<file path="src/rtl/dmem_port_arbiter.sv">
// Single-port D-MEM arbiter: the pipeline MEM stage has priority, a secondary (debug/DMA)
// requester shares the port and is force-granted after STARVE_LIMIT consecutive denied cycles.
module dmem_port_arbiter #(
    parameter int DBITS        = 32,
    parameter int MEM_AW       = 14,
    parameter int STARVE_LIMIT = 4
) (
    input  logic              clk,
    input  logic              reset,
    input  logic              i_pipe_req_valid,
    input  logic              i_pipe_req_we,
    input  logic [DBITS-1:0]  i_pipe_req_addr,
    input  logic [DBITS-1:0]  i_pipe_req_wdata,
    output logic              o_pipe_stall,
    output logic              o_pipe_rvalid,
    output logic [DBITS-1:0]  o_pipe_rdata,
    input  logic              i_dma_req_valid,
    input  logic              i_dma_req_we,
    input  logic [DBITS-1:0]  i_dma_req_addr,
    input  logic [DBITS-1:0]  i_dma_req_wdata,
    output logic              o_dma_req_ready,
    output logic              o_dma_rvalid,
    output logic [DBITS-1:0]  o_dma_rdata,
    output logic              o_mem_en,
    output logic              o_mem_we,
    output logic [MEM_AW-1:0] o_mem_addr,
    output logic [DBITS-1:0]  o_mem_wdata,
    input  logic [DBITS-1:0]  i_mem_rdata,
    output logic              o_dbg_state,
    output logic [1:0]        o_dbg_owner,
    output logic [3:0]        o_dbg_starve_cnt
);

    localparam logic [3:0] LIMIT = 4'(STARVE_LIMIT);

    typedef enum logic {ST_IDLE = 1'b0, ST_LDWAIT = 1'b1} state_t;
    typedef enum logic [1:0] {OWN_NONE = 2'd0, OWN_PIPE = 2'd1, OWN_DMA = 2'd2} owner_t;

    // Handshake: a DMA request is transferred in a cycle where i_dma_req_valid and
    // o_dma_req_ready are both 1; the requester holds its request stable until then.
    state_t     r_state;
    owner_t     r_owner;
    logic [3:0] r_starve_cnt;

    logic w_pipe_gnt;
    logic w_dma_gnt;
    logic w_pipe_load_gnt;
    logic w_unused_addr_bits;

    always_comb begin
        w_pipe_gnt = 1'b0;
        w_dma_gnt  = 1'b0;
        // Grants are suppressed while reset is held so nothing reaches memory.
        if (!reset) begin
            if (r_state == ST_LDWAIT) begin
                w_dma_gnt = i_dma_req_valid;
            end else if (i_dma_req_valid && (r_starve_cnt == LIMIT)) begin
                w_dma_gnt = 1'b1;
            end else if (i_pipe_req_valid) begin
                w_pipe_gnt = 1'b1;
            end else begin
                w_dma_gnt = i_dma_req_valid;
            end
        end
    end

    assign w_pipe_load_gnt = w_pipe_gnt && !i_pipe_req_we;

    assign o_mem_en    = w_pipe_gnt || w_dma_gnt;
    assign o_mem_we    = (w_pipe_gnt && i_pipe_req_we) || (w_dma_gnt && i_dma_req_we);
    assign o_mem_addr  = w_dma_gnt ? i_dma_req_addr[MEM_AW+1:2] : i_pipe_req_addr[MEM_AW+1:2];
    assign o_mem_wdata = w_dma_gnt ? i_dma_req_wdata : i_pipe_req_wdata;

    // In LDWAIT the pipe request is the load completing this cycle, so it never stalls.
    assign o_pipe_stall    = !reset && (r_state == ST_IDLE) && i_pipe_req_valid &&
                             (w_pipe_load_gnt || w_dma_gnt);
    assign o_dma_req_ready = w_dma_gnt;

    assign o_pipe_rvalid = !reset && (r_state == ST_LDWAIT);
    assign o_pipe_rdata  = i_mem_rdata;
    assign o_dma_rvalid  = !reset && (r_owner == OWN_DMA);
    assign o_dma_rdata   = i_mem_rdata;

    assign o_dbg_state      = r_state;
    assign o_dbg_owner      = r_owner;
    assign o_dbg_starve_cnt = r_starve_cnt;

    assign w_unused_addr_bits = ^{i_pipe_req_addr[1:0], i_pipe_req_addr[DBITS-1:MEM_AW+2],
                                  i_dma_req_addr[1:0], i_dma_req_addr[DBITS-1:MEM_AW+2]};

    always_ff @(posedge clk) begin
        if (reset) begin
            r_state      <= ST_IDLE;
            r_owner      <= OWN_NONE;
            r_starve_cnt <= 4'd0;
        end else begin
            r_state <= w_pipe_load_gnt ? ST_LDWAIT : ST_IDLE;

            if (w_pipe_load_gnt) begin
                r_owner <= OWN_PIPE;
            end else if (w_dma_gnt && !i_dma_req_we) begin
                r_owner <= OWN_DMA;
            end else begin
                r_owner <= OWN_NONE;
            end

            if (!i_dma_req_valid || w_dma_gnt) begin
                r_starve_cnt <= 4'd0;
            end else if (r_starve_cnt != LIMIT) begin
                r_starve_cnt <= r_starve_cnt + 4'd1;
            end
        end
    end

endmodule

</file>
<file path="config.mk">
export PLATFORM = sky130hd
export DESIGN_NAME = dmem_port_arbiter
export DESIGN_NICKNAME = d
export VERILOG_FILES = /design/src/rtl/dmem_port_arbiter.sv
export SDC_FILE = /design/constraint.sdc
export NUM_CORES = 1
export LEC_CHECK = 0
export CAP_MARGIN = 30
export CORE_AREA = 8 8 107 109
export CTS_CLUSTER_SIZE = 30
export DETAILED_ROUTE_END_ITERATION = 8
export DIE_AREA = 0 0 115 117
export PLACE_DENSITY_LB_ADDON = 0.3
export SYNTH_ARGS = -nofsm -noshare
export SYNTH_HDL_FRONTEND = slang
export SYNTH_SLANG_ARGS = --single-unit
</file>
<file path="constraint.sdc">
create_clock -name clk -period 2.1 [get_ports clk]
set_clock_uncertainty 0.15 [all_clocks]
set_input_delay 0.315 -clock clk [delete_from_list [all_inputs] [get_ports clk]]
set_output_delay 0.315 -clock clk [all_outputs]
set_load 0.03 [all_outputs]
</file>
## Yosys cells after proc, flatten, opt, wreduce, memory -nomap -nowiden

Index checks and enable logic that the tools add are counted.

- Bits of input ports: 166
- Register bits after elaboration: 7
- Logic and storage cells: 42

- Add/subtract/negate cells: 1
- Equal/unequal tests: 3
- Reduce and logical (&&, ||, !) cells: 20
- Mux-type cells: 13
- Bitwise operators: 1

Operators by type and width:

| operator | number |
|---|---|
| 32-bit two-way mux | 1 |
| 14-bit two-way mux | 1 |
| 1-bit logical AND | 10 |
| 1-bit two-way mux | 10 |
| 4-bit by 1-bit adder with 4-bit output, second input constant | 1 |
| 4-bit by 3-bit == test with 1-bit output, second input constant | 1 |
| 1-bit zero test | 4 |
| 1-bit logical OR | 4 |
| 4-bit by 3-bit inequality test with 1-bit output, second input constant | 1 |
| 2-bit OR reduction | 2 |
| 2-bit == test, second input constant | 1 |
| 2-bit two-way mux | 1 |
| 1-bit inverter | 1 |

## Logic depth before layout (Yosys ltp)

- Depth after elaboration: 8
- Mapped depth: 8
- Depth with buffers taken out: 6

## Worst setup path after synthesis

No wires, ideal clock.

- Kind: reg-to-output
- Start: register r_starve_cnt[0] (netlist: o_dbg_starve_cnt[0])
- End: output o_mem_we
- Cell stages (with the launch flop): 9
- Path slack: -288 ps
- Path buffers: 2
- Arrival: 1923 ps
- Required time: 1635 ps
- Path through: dfxtp_1 inv_1 ha_1 and3b_1 o21ai_2 buf_6 buf_8 inv_2 a22o_1

- Word-level cells in the longest chain between the ends: 7

RTL lines:

| what | RTL line | source |
|---|---|---|
| start, declared | 43 | `logic [3:0] r_starve_cnt;` |
| start signal, assigned | 110 | `r_starve_cnt <= r_starve_cnt + 4'd1;` |
| 4-bit by 3-bit == test with 1-bit output | 57 | `end else if (i_dma_req_valid && (r_starve_cnt == LIMIT)) begin` |
| 1-bit logical AND | 57 |  |
| 1-bit two-way mux | 57 |  |
| 1-bit two-way mux | 55 | `if (r_state == ST_LDWAIT) begin` |
| 1-bit two-way mux | 54 | `if (!reset) begin` |
| named net o_dma_req_ready | 21 | `output logic o_dma_req_ready,` |
| 1-bit logical AND | 70 | `assign o_mem_we = (w_pipe_gnt && i_pipe_req_we) \|\| (w_dma_gnt && i_dma_req_we);` |
| 1-bit logical OR | 70 |  |
| end, declared | 25 | `output logic o_mem_we,` |

The timed path passes the listed nets, and every way through them passes these cells.

## Worst setup path in the final report

- Start: register r_starve_cnt[0] (netlist: o_dbg_starve_cnt[0])
- End: output o_mem_wdata[21]

- Word-level cells in the longest chain between the ends: 6

RTL lines:

| what | RTL line | source |
|---|---|---|
| 4-bit by 3-bit == test with 1-bit output | 57 |  |
| 1-bit logical AND | 57 |  |
| 1-bit two-way mux | 57 |  |
| 1-bit two-way mux | 55 |  |
| 1-bit two-way mux | 54 |  |
| 32-bit two-way mux | 72 | `assign o_mem_wdata = w_dma_gnt ? i_dma_req_wdata : i_pipe_req_wdata;` |
| end, declared | 27 | `output logic [DBITS-1:0] o_mem_wdata,` |

Every way passes these cells.

==> summary.txt <==
Timing
  • Final Hold Fails: 0
  • WHS: 406.5 ps
  • F_max: 401.8 MHz
  • RSZ-0062 raised after global routing: yes
  • Final WS setup: -389.1 ps
  • Max-slew violations: 0
  • Period utilisation layout: 118.5%
  • # setup viols final: 48
  • Slew headroom: between 70% and 80%
  • Fin crit period: 2489 ps
  • Final setup TNS: -15,950 ps
  • Actual slew at the worst max-slew pin: 319.4 ps

Critical path
  • R2r endpoint: o_dbg_starve_cnt[0]
  • CP Class: reg2out
  • Cell mode on critical path: buf_4
  • Worst EP required: between 1500 and 2000 ps
  • CP Launch Type: flop
  • Setup crit start: o_dbg_starve_cnt[0]
  • Crit path max fanout: 4
  • Critical path endpoint category: output port
  • R2R setup slack: 350 ps
  • CP Capture Point: o_mem_wdata[21]
  • R2R depth: 7
  • CP max-delay cell: dfxtp_4
  • CP arrival: between 2000 and 2500 ps
  • CP peak stage delay: about 350 ps
  • R2r startpoint: o_dbg_starve_cnt[0]
  • CP cell instances: inv_4, ha_4, and3b_2, o21ai_4, buf_4, clkbuf_16, buf_4, mux2_4, buf_2

Power
  • Power per cell area: 321.1 nW/um^2
  • Leak: 1.456 nW
  • Max VDD drop: 0.1691 mV

Synth
  • Yosys Warn Count: 0
  • Gate Count Post-Synth: 151
  • Syn Area/Cell: 9.007 um^2
  • Mapped cell area: 1360 um^2
  • Post-synth EDFFs: 0
  • Seq/Total Area, Yosys: 8.832%
  • Async set or reset register ratio after synthesis: 0%
  • Syn_nets: 319
  • Main synth FF type: dfxtp_1
  • Cell variety after synth: 24
  • #FFs+latches synth: 6

CTS
  • Total CTS buffers: 3
  • CTS tree: yes
  • Total number of H-tree levels: 1
  • Clock edge transition at the registers on the reported setup and hold paths: around 40 ps
  • CTS root buf: clkbuf_8
  • Cts hold-fix bufs: 0
  • Clock sinks: 6
  • Clock tree buffer depth: 2
  • Clk_lat worst skew: ~220 ps

Final layout
  • Final Instance Count excl. Fillers: 416
  • Area taken by flip-flops and latches: 127.6 um^2
  • Multi-input gate area: 858.3 um^2
  • Layout area overhead: 132.7%
  • Most frequent cells in the layout: clkdlybuf4s50_1, buf_6, mux2_4, buf_4, buf_2
  • Fraction of layout instances using a drive strength above 1: 54.29%
  • Antenna cell count: 0
  • Commonest non-fill, non-tap cell in the layout: clkdlybuf4s50_1
  • Post-layout instance area: approximately 3200 um^2
  • Final net count: between 400 and 500
  • Fill count: about 1,100

Routing
  • Antenna viol nets, final: 0
  • Drt initial violations: 8
  • Vias post-DR: between 1,000 and 1,500
  • Residual DRC: 0
  • DRT Pass-1 Iters: 2
  • Vias per cell: 3.529
  • Average wire per standard cell: roughly 15 um
  • WL final: 6219 um

Hold path
  • Worst Hold Class: reg2reg
  • Worst min-delay path startpoint: o_dbg_starve_cnt[0]

Floorplan
  • Initial Util: 13.73%
  • Die Y: 117 um
  • Die area: 13,460 um^2
  • Die Width: 115 um
  • I/O pins: 289
  • Rows: 37
  • Core footprint: 9907 um^2

Placement
  • Dpl hpwl: roughly 4800 um
  • GP Congestion: 0.6901
  • Place WS: -705.1 ps
  • Placed insts: 390
  • PortBufs: 156
  • Post-DP Area: 2774 um^2

Global routing
  • First-pass GRT wire length: ~8600 um
  • Total congestion overflow: 0
  • Vias in the first global route: around 1,700
  • Total GRT Usage: 8.071%
  • Initial antenna violation count: 0
  • Pin count of the biggest net entering global routing: 13

Status
  • Status: complete, but fails checks
  • Failing checks: negative setup slack

Run
  • Max cap viols: 0
[cells in the mapped netlist, types with 2 or more instances]
library cell,count,share of area (%)
mux2_2,46,38
buf_2,2,0.74
inv_1,3,0.83
nand2b_1,2,0.92
ha_1,2,1.8
a211oi_1,2,1.1
buf_6,2,1.7
nor2_1,2,0.55
nor3_1,4,1.5
nor2b_1,3,1.4
dfxtp_1,6,8.8
buf_4,65,36
[metal layers]
layer	GRT usage (%)	wire, um
met5	0	0
met4	1.664	48
met3	4.515	742
met2	14.30	3137
met1	8.168	2290
[sequential cells by signal (all words and copies together), names as in the netlist]
register and cells:
o_dbg_owner 1, o_dbg_state 1, o_dbg_starve_cnt 4
[worst min path at each step]
stage	to	cells after the start
finish	o_dbg_starve_cnt[0]	2
global route	o_dbg_starve_cnt[0]	2
CTS	o_dbg_starve_cnt[0]	2
detailed placement	o_dbg_starve_cnt[0]	2
global placement	o_dbg_starve_cnt[0]	2
floorplan	o_dbg_state	1
[worst max-delay path: cells and delay by family (launching register included)]
family	cells	cell delay, ps
buffers and inverters	5	600
flip-flops	1	350
multiplexers	1	280
AND/OR/NAND/NOR	1	220
AO/OA/AOI/OAI	1	200
adder cells (fa/ha/maj)	1	150
[per-stage QoR]
step | total power, mW | utilization (%)
CTS | 0.9935 | 30.69
global placement | 0.7604 | 28.00
global route | 1.071 | 31.94
finish | 1.016 | 31.94
detailed placement | 0.7630 | 28.00
floorplan | 0.6391 | -
[area by class of cell]
type                       instances  share of cell area, %
multi-input combinational         71                  27.13
sequential                         6                  4.033
inverter                           4                 0.7117
clock buffer                       4                  1.423
timing repair buffer             195                  61.33
tap                              136                  5.378
[cells by family (layout without fill, tap and decap cells)]
family                     count (synthesis)  after routing  synth area share [%]
buffers and inverters                     74            203                 40.48
DFF                                        6              6                 8.832
adders and majority gates                  2              2                 1.840
AOI/OAI and AO/OA                          5              5                 2.759
and+or+nand+nor                           16             16                 6.624
xor gates and xnor gates                   1              1                0.6441
muxes                                     47             47                 38.82
[power breakdown]
group	internal (mW)	total (mW)	switching, mW
Sequential	0.115	0.117	0.00175
Clock	0.131	0.182	0.0515
Combinational	0.423	0.717	0.294
[timing repair]
item | in CTS | in global routing
cloned | 3 | 1
setup buffers | 12 | 9
resized for setup | 196 | 93
setup endpoints to repair | 48 | 49
pin swaps | 0 | 4
Power figures use the tool's default switching activity.
